**config.mk**
```make
export PLATFORM = sky130hd
export DESIGN_NAME = ascon_fsm_ctrl
export DESIGN_NICKNAME = d
export VERILOG_FILES = /design/src/rtl/ascon_fsm_ctrl.sv
export SDC_FILE = /design/constraint.sdc
export NUM_CORES = 1
export LEC_CHECK = 0
export CAP_MARGIN = 10
export CORE_MARGIN = 5
export CORE_UTILIZATION = 44
export DETAILED_ROUTE_END_ITERATION = 8
export PLACE_DENSITY = 0.82
export SETUP_SLACK_MARGIN = 0.02
export SYNTH_ARGS = -nofsm -noshare
export SYNTH_HDL_FRONTEND = slang
export SYNTH_SLANG_ARGS = --single-unit
```
**constraint.sdc**
```tcl
create_clock -name clock_i -period 2.3 [get_ports clock_i]
set_clock_uncertainty 0.15 [all_clocks]
set_input_delay 0.46 -clock clock_i [delete_from_list [all_inputs] [get_ports clock_i]]
set_output_delay 0.46 -clock clock_i [all_outputs]
set_load 0.02 [all_outputs]
```
**src/rtl/ascon_fsm_ctrl.sv**
```systemverilog
// ascon_fsm_ctrl: control FSM sequencing one ASCON-128 encryption.
// Init p^12, NB_AD AD blocks (p^6 each), NB_PT PT blocks, final p^12.
//
// Ports:
//   clock_i, resetb_i     clock, async active-low reset
//   start_i               start one encryption (IDLE only)
//   data_valid_i          upstream block present and stable
//   cpt_i                 round counter value
//   en_cpt_o              round counter enable
//   init_a_o / init_b_o   load counter with 0 / 6
//   init_state_sel_o      permutation input = IV||K||N
//   en_reg_state_o        state register load
//   en_xor_data_begin_o   XOR data into rate at input
//   en_xor_key_begin_o    XOR K into capacity at input
//   en_xor_key_end_o      XOR 0*||K at output
//   en_xor_lsb_end_o      XOR domain-separation bit at output
//   en_cipher_o           capture ciphertext block
//   en_tag_o              capture tag
//   data_ack_o            block consumed
//   cipher_valid_o        en_cipher_o delayed one cycle
//   busy_o                high outside IDLE
//   done_o                one-cycle end pulse
module ascon_fsm_ctrl #(
  parameter int NB_AD = 1,
  parameter int NB_PT = 4
) (
  input  logic       clock_i,
  input  logic       resetb_i,
  input  logic       start_i,
  input  logic       data_valid_i,
  input  logic [3:0] cpt_i,
  output logic       en_cpt_o,
  output logic       init_a_o,
  output logic       init_b_o,
  output logic       init_state_sel_o,
  output logic       en_reg_state_o,
  output logic       en_xor_data_begin_o,
  output logic       en_xor_key_begin_o,
  output logic       en_xor_key_end_o,
  output logic       en_xor_lsb_end_o,
  output logic       en_cipher_o,
  output logic       en_tag_o,
  output logic       data_ack_o,
  output logic       cipher_valid_o,
  output logic       busy_o,
  output logic       done_o
);

  localparam int ADW = $clog2(NB_AD + 1);
  localparam int PTW = $clog2(NB_PT + 1);
  localparam logic [ADW-1:0] AD_LAST = ADW'(NB_AD - 1);
  localparam logic [PTW-1:0] PT_LAST = PTW'(NB_PT - 1);

  typedef enum logic [3:0] {
    IDLE,
    INIT_SET,
    INIT_RUN,
    AD_WAIT,
    AD_RUN,
    PT_WAIT,
    PT_RUN,
    FIN_RUN,
    DONE
  } state_t;

  state_t         state;
  logic [ADW-1:0] ad_cnt;
  logic [PTW-1:0] pt_cnt;

  logic c0;
  logic c6;
  logic c11;
  logic ad_last;
  logic pt_last;

  assign c0      = (cpt_i == 4'd0);
  assign c6      = (cpt_i == 4'd6);
  assign c11     = (cpt_i == 4'd11);
  assign ad_last = (ad_cnt == AD_LAST);
  assign pt_last = (pt_cnt == PT_LAST);

  always_ff @(posedge clock_i or negedge resetb_i) begin
    if (!resetb_i) begin
      state          <= IDLE;
      ad_cnt         <= '0;
      pt_cnt         <= '0;
      cipher_valid_o <= 1'b0;
    end else begin
      cipher_valid_o <= en_cipher_o;
      unique case (state)
        IDLE: begin
          if (start_i) state <= INIT_SET;
        end
        INIT_SET: state <= INIT_RUN;
        INIT_RUN: begin
          if (c11) state <= AD_WAIT;
        end
        AD_WAIT: begin
          if (data_valid_i) state <= AD_RUN;
        end
        AD_RUN: begin
          if (c11) begin
            ad_cnt <= ad_cnt + ADW'(1);
            state  <= ad_last ? PT_WAIT : AD_WAIT;
          end
        end
        PT_WAIT: begin
          if (data_valid_i)
            state <= pt_last ? FIN_RUN : PT_RUN;
        end
        PT_RUN: begin
          if (c11) begin
            pt_cnt <= pt_cnt + PTW'(1);
            state  <= PT_WAIT;
          end
        end
        FIN_RUN: begin
          if (c11) state <= DONE;
        end
        DONE: begin
          ad_cnt <= '0;
          pt_cnt <= '0;
          state  <= IDLE;
        end
        default: state <= IDLE;
      endcase
    end
  end

  always_comb begin
    en_cpt_o            = 1'b0;
    init_a_o            = 1'b0;
    init_b_o            = 1'b0;
    init_state_sel_o    = 1'b0;
    en_reg_state_o      = 1'b0;
    en_xor_data_begin_o = 1'b0;
    en_xor_key_begin_o  = 1'b0;
    en_xor_key_end_o    = 1'b0;
    en_xor_lsb_end_o    = 1'b0;
    en_cipher_o         = 1'b0;
    en_tag_o            = 1'b0;
    data_ack_o          = 1'b0;
    busy_o              = (state != IDLE);
    done_o              = 1'b0;
    unique case (state)
      IDLE: ;
      INIT_SET: begin
        en_cpt_o = 1'b1;
        init_a_o = 1'b1;
      end
      INIT_RUN: begin
        en_cpt_o         = 1'b1;
        en_reg_state_o   = 1'b1;
        init_state_sel_o = c0;
        en_xor_key_end_o = c11;
      end
      AD_WAIT: begin
        en_cpt_o = data_valid_i;
        init_b_o = data_valid_i;
      end
      AD_RUN: begin
        en_cpt_o            = 1'b1;
        en_reg_state_o      = 1'b1;
        en_xor_data_begin_o = c6;
        data_ack_o          = c6;
        en_xor_lsb_end_o    = c11 & ad_last;
      end
      PT_WAIT: begin
        // Last PT block goes straight into finalisation p^12.
        en_cpt_o = data_valid_i;
        init_b_o = data_valid_i & ~pt_last;
        init_a_o = data_valid_i & pt_last;
      end
      PT_RUN: begin
        en_cpt_o            = 1'b1;
        en_reg_state_o      = 1'b1;
        en_xor_data_begin_o = c6;
        en_cipher_o         = c6;
        data_ack_o          = c6;
      end
      FIN_RUN: begin
        // Last PT block XOR and key XOR share the first round.
        en_cpt_o            = 1'b1;
        en_reg_state_o      = 1'b1;
        en_xor_data_begin_o = c0;
        en_cipher_o         = c0;
        data_ack_o          = c0;
        en_xor_key_begin_o  = c0;
        en_xor_key_end_o    = c11;
        en_tag_o            = c11;
      end
      DONE: done_o = 1'b1;
      default: ;
    endcase
  end

endmodule

```
==> results of run 1 <==
metal layers:
layer	share of wire, %	global-route usage, %
met5	0	0
met4	1.5	8.09
met3	5.7	3.25
met2	52	36.2
met1	41	24.4
worst reg2reg max path, stage by stage (launching register included):
cell and delay [ps]:
dfrtp_1 430, buf_4 190, xnor2_1 170, buf_4 140, nor4_2 40, a221oi_2 290
buf_4 180, mux2i_1 210
flip-flops by register name, summed over array words and instances, names as in the netlist:
| signal | cells |
|---|---|
| ad_cnt | 1 |
| state | 4 |
| pt_cnt | 3 |
| cipher_valid_o | 1 |
layout by cell type (no fill, tap or decap), types with 2 or more instances in the layout:
cell type / count
nor3_1: 6
o21ai_0: 2
inv_1: 3
inv_2: 2
a21oi_1: 4
a21oi_2: 2
nor4_2: 3
mux2_1: 2
dfrtp_1: 8
nand2_1: 9
buf_6: 6
buf_2: 2
clkbuf_2: 2
nand3_1: 2
dlygate4sd2_1: 5
or4_1: 2
buf_4: 33
mux2i_1: 3
nand2b_1: 2
clkdlybuf4s50_1: 4
nor2_1: 5
clkbuf_4: 3
cells by family (layout without fill, tap and decap cells):
kind of cell	count (synthesis)	count (layout)	share of synthesized area (%)
AND/OR/NAND/NOR	39	39	31.1
AO/OA/AOI/OAI	16	16	14.8
buffers and inverters	12	64	9.57
flip-flops	9	9	31.3
multiplexers	5	5	7.30
adder cells (fa/ha/maj)	2	2	3.48
XOR/XNOR	2	2	2.44
metrics by stage:
step / instances / setup WS [ps] / util, %
after floorplan: 85 / 73.9 / -
after global placement: 140 / -588 / 71.9
after detailed placement: 140 / -605 / 71.9
after CTS: 150 / -16.3 / 76.0
after global routing: 153 / -51.2 / 81.3
final: 153 / -18.3 / 81.3
final cells by class:
cell class	count	area [sq um]	area share [%]
clock buffer	4	26.3	2.12
multi-input combinational	64	500	40.4
timing repair buffer	54	440	35.6
tap	16	20.0	1.62
sequential	9	226	18.3
inverter	6	25.0	2.02
path summary, 6_finish.rpt:
check / end / from / cells past startpoint
max: en_cipher_o / state[2]$_DFFE_PN0P_ / 5
min: pt_cnt[1]$_DFFE_PN0P_ / resetb_i / 1
max reg2reg: state[1]$_DFFE_PN0P_ / state[2]$_DFFE_PN0P_ / 7
min reg2reg: pt_cnt[2]$_DFFE_PN0P_ / pt_cnt[2]$_DFFE_PN0P_ / 2
max in group asynchronous: state[1]$_DFFE_PN0P_ / resetb_i / 1
min in group clock_i: pt_cnt[2]$_DFFE_PN0P_ / pt_cnt[2]$_DFFE_PN0P_ / 2
power groups by stage:
stage	clock network, uW	logic (uW)	registers [uW]
after floorplan	0	556	263
after global placement	0	905	270
after global routing	130	1220	275
after detailed placement	0	940	272
final	116	1120	268
after CTS	121	1010	259
timing repair:
| item | 4_1_cts | 5_1_grt |
|---|---|---|
| hold buffers | 0 | 0 |
| hold endpoints to repair | 0 | 0 |
| setup endpoints to repair | 14 | 11 |
| gates resized for setup | 63 | 23 |
| buffers inserted | 6 | 3 |
| pin swaps | 9 | 6 |
==> impl_metrics.ini, run 1 <==
[run_status]
status = finished with violations
violations = negative setup slack

[power_and_ir_drop]
leakage_uw = 0.000571
finalPower_uw = 1500
power_frac_seq_pct = 17.8
p_int_uw = 844
power.share.clock_pct = 7.7
share_comb_of_total_power_pct = 74.5
switching_power_uw = 656
p_sw_share_pct = 43.7
power_density_nw_per_um2 = 1210
ir_worst_vdd_v = 0.000734

[route]
routed_wl_um = 2480
ant_nets = 0
via_count = 855
wl_per_cell_um = 16.2
first_pass_iters = 4
drc = 0
initialDrtViolationCount = 10
via_per_inst = 5.59

[synth]
synth_area_per_cell_sq_um = 8.46
synthCells = 85
ys_warn_count = 0
synthTopCellsByArea = dfrtp_1 (31%), nor3_1 (5.6%), nand2_1 (4.7%)
synth-main-ff-cell = dfrtp_1
synth_top_area_cell = dfrtp_1
synthesis.nets = 95
synth_cell_types = 35
async_flop_share_pct = 100
synth_top_cell_area_share_pct = 31.3
ys_ff_latch = 9
ys_seq_area_share_pct = 31.3
synth_edf_count = 0
synth_area_sq_um = 719
synthTopCellsByCount = dfrtp_1 (9), nand2_1 (9), nor3_1 (8), a21oi_1 (6), nor2_1 (5)

[cts]
clk_pin_slew_ps = 60
clk_latency_ps = 250
cts_tree = yes
cts-root-buf = clkbuf_4
cts_made_buffers = 3
cts_max_level = 1
clock_sinks = 9
cts_buffer_depth = 2

[min_path]
hold_class = input port to asynchronous set/reset pin

[setup_path]
cp.arrival_ps = 1710
slowest_delay_ps = 540
critical_path_buf_inv_count = 3
critPathSlowestCell = or4_4
cpLargestDelayFamily = simple AND/OR/NAND/NOR gates
critPathKind = flip-flop to output pin
required_ps = 1690
cp-start-kind = flip-flop
cp_max_fo = 4
cp-end-kind = output pin
r2r_slack_ps = 410
path_cells = buf_4, inv_2, or4_4, a21oi_2, buf_6

[floorplan]
die_x_um = 50.4
die_h_um = 50.4
rows = 14
ioPinCount = 23
core_area_sq_um = 1520
start_util_pct = 47.2
die_area_sq_um = 2540

[final_layout]
area_growth_pct = 72.2
drive_gt1_share_pct = 48.9
fin_area_sq_um = 1240
n_fill_cell = 101
fin_nets = 148
num_antenna_cells = 0

[placement]
gp_congestion = 0.788
placed_cell_area_sq_um = 1100
portBuffers = 22
hpwl_um = 1660

[grt]
antenna_found_initial = 0
track_usage_pct = 20.5
overflow = 0
grt_max_degree = 16
grt_pass1_wl_um = 4110
grt_pass1_vias = 877

[sta]
report.final.setup_viol = 2
whs_ps = 343
fmax_mhz = 431
finalCritPeriodShare_pct = 101
hold_viol = 0
rsz0062_at_grt = true
worst_slew_pin_slew_ps = 386
finalMaxSlewViolations = 0
fin_setup_tns_ps = -19.0
fin_crit_ps = 2320
max_slew_margin_pct = 74.2
finalWorstSetupSlack_ps = -18.3

[flow_run]
drv_cap = 0
(Power assumes the default switching activity.)
==> inputs of run 2 (changes only) <==
--- a/config.mk
+++ b/config.mk
@@ -7,9 +7,9 @@
 export LEC_CHECK = 0
 export CAP_MARGIN = 10
 export CORE_MARGIN = 5
-export CORE_UTILIZATION = 44
+export CORE_UTILIZATION = 48
 export DETAILED_ROUTE_END_ITERATION = 8
-export PLACE_DENSITY = 0.82
+export PLACE_DENSITY = 0.88
 export SETUP_SLACK_MARGIN = 0.02
 export SYNTH_ARGS = -nofsm -noshare
 export SYNTH_HDL_FRONTEND = slang
==> constraint.sdc (replaced) <==
create_clock -name clock_i -period 2.7 [get_ports clock_i]
set_clock_uncertainty 0.15 [all_clocks]
set_input_delay 0.54 -clock clock_i [delete_from_list [all_inputs] [get_ports clock_i]]
set_output_delay 0.54 -clock clock_i [all_outputs]
set_load 0.02 [all_outputs]
==> run 2 against run 1 <==
Effect of this change: utilization shrank 11 points; routed wire length shrank 24%; the run now ends clean; cell count shrank 12%.
==> impl_metrics.ini, run 2 (same netlist as run 1, synthesis figures left out) <==
[floorplan]
start_util_pct = 48.9
core_area_sq_um = 1470
rows = 14
die_x_um = 48.7
die_h_um = 48.7
ioPinCount = 23
die_area_sq_um = 2370

[grt]
busiest_layer = met2
grt_max_degree = 16
grt_pass1_wl_um = 3260
track_usage_pct = 16.8
met2_usage_pct = 27.8
overflow = 0
gr-usage-met3_pct = 3.07
gr-usage-met1_pct = 21.4
antenna_found_initial = 0
grt_pass1_vias = 720

[route]
drc = 0
via_count = 768
wl_per_cell_um = 14.0
first_pass_iters = 4
routed_wl_um = 1890
initialDrtViolationCount = 14
ant_nets = 0
via_per_inst = 5.69

[sta]
hold_viol = 0
report.final.setup_viol = 0
rsz0062_at_grt = false
finalMaxSlewViolations = 0
fin_setup_tns_ps = 0
max_slew_margin_pct = 65.0
fmax_mhz = 384
finalCritPeriodShare_pct = 96.5
fin_crit_ps = 2610
worst_slew_pin_slew_ps = 521

[cts]
cts_max_level = 1
cts_buffer_depth = 2
cts_tree = yes
cts_setup_buffers = 0
clk_pin_slew_ps = 60
cts-root-buf = clkbuf_4
clock_sinks = 9
clk_latency_ps = 260
cts_made_buffers = 3

[power_and_ir_drop]
leakage_uw = 0.000514
power_density_nw_per_um2 = 977
ir_worst_vdd_v = 0.000514

[placement]
portBuffers = 22
gp_congestion = 0.800
placed_cell_area_sq_um = 1020
dp_cells = 131
hpwl_um = 1500

[setup_path]
slowest_delay_ps = 470
cpLargestDelayFamily = buffers and inverters
critPathKind = input port to output pin
path_cells = clkdlybuf4s50_1, buf_4, nand4b_1, nor3_1, dlygate4sd2_1
cp_max_fo = 4
cp.arrival_ps = 1920
cp-end-kind = output pin
critPathSlowestCell = clkdlybuf4s50_1
required_ps = 2010
critical_path_buf_inv_count = 3
cp-start-kind = input port

[flow_run]
drv_cap = 0

[final_layout]
final_common_cell = buf_4
num_antenna_cells = 0
fin_nets = 130
drive_gt1_share_pct = 26.1
final_cell_count_no_fill = 135
largest_reg_flops = 4
fin_area_sq_um = 1040
top_register = state
top_regs = state: 4 flops, pt_cnt: 3 flops
area_growth_pct = 44.3
mostFrequentLayoutCells = buf_4 (14), nand2_1 (9), dfrtp_1 (9), clkdlybuf4s50_1 (9), nor3_1 (8)

[min_path]
hold_class = flip-flop to flip-flop

[run_status]
status = finished, final reports clean
[run 2: through the flow]
stage / setup slack [ps] / power, uW / utilization [%] / hold WS (ps)
after floorplan: 166 / 693 / - / 94.4
after global placement: -312 / 899 / 69.4 / 326
after detailed placement: -388 / 927 / 69.4 / 352
after CTS: 22.9 / 1020 / 70.3 / 360
after global routing: 23.7 / 1090 / 70.6 / 392
final: 94.2 / 1010 / 70.6 / 350
[run 2: area by class of cell]
class	count	area (sq um)
timing repair buffer	36	302
sequential	9	225
multi-input combinational	64	440
fill	113	433
clock buffer	4	26.3
inverter	6	25.0
tap	16	20.0
[run 2: timing repair]
action / CTS / global route
hold buffers: 0 / 0
endpoints found under the setup margin: 10 / 8
hold endpoints to repair: 0 / 0
resized for setup: 20 / 11
[run 2: path summary, 6_finish.rpt]
path | startpoint | to | slack (ps) | depth (start not counted)
min in group asynchronous | resetb_i | state[0]$_DFFE_PN0P_ | 410 | 1
hold / removal | pt_cnt[0]$_DFFE_PN0P_ | pt_cnt[0]$_DFFE_PN0P_ | 350 | 1
hold reg to reg | pt_cnt[0]$_DFFE_PN0P_ | pt_cnt[0]$_DFFE_PN0P_ | 350 | 1
setup reg to reg | state[1]$_DFFE_PN0P_ | state[0]$_DFFE_PN0P_ | 790 | 5
setup / recovery | cpt_i[2] | en_xor_key_end_o | 90 | 5
max in group asynchronous | resetb_i | cipher_valid_o$_DFF_PN0_ | 1720 | 1
[run 2: report_power, final]
| part | switching (uW) | leakage, uW | total (uW) | internal [uW] |
|---|---|---|---|---|
| Clock | 42.2 | 0.0000150 | 98.9 | 56.6 |
| Sequential | 63.9 | 0.000107 | 250 | 186 |
| Combinational | 353 | 0.000392 | 665 | 312 |
[run 2: routing by layer]
layer  vias to the layer above  wire, um
li1                        376         -
met1                       364       805
met2                        25       929
met3                         3       126
met4                         0        29
met5                         -         0
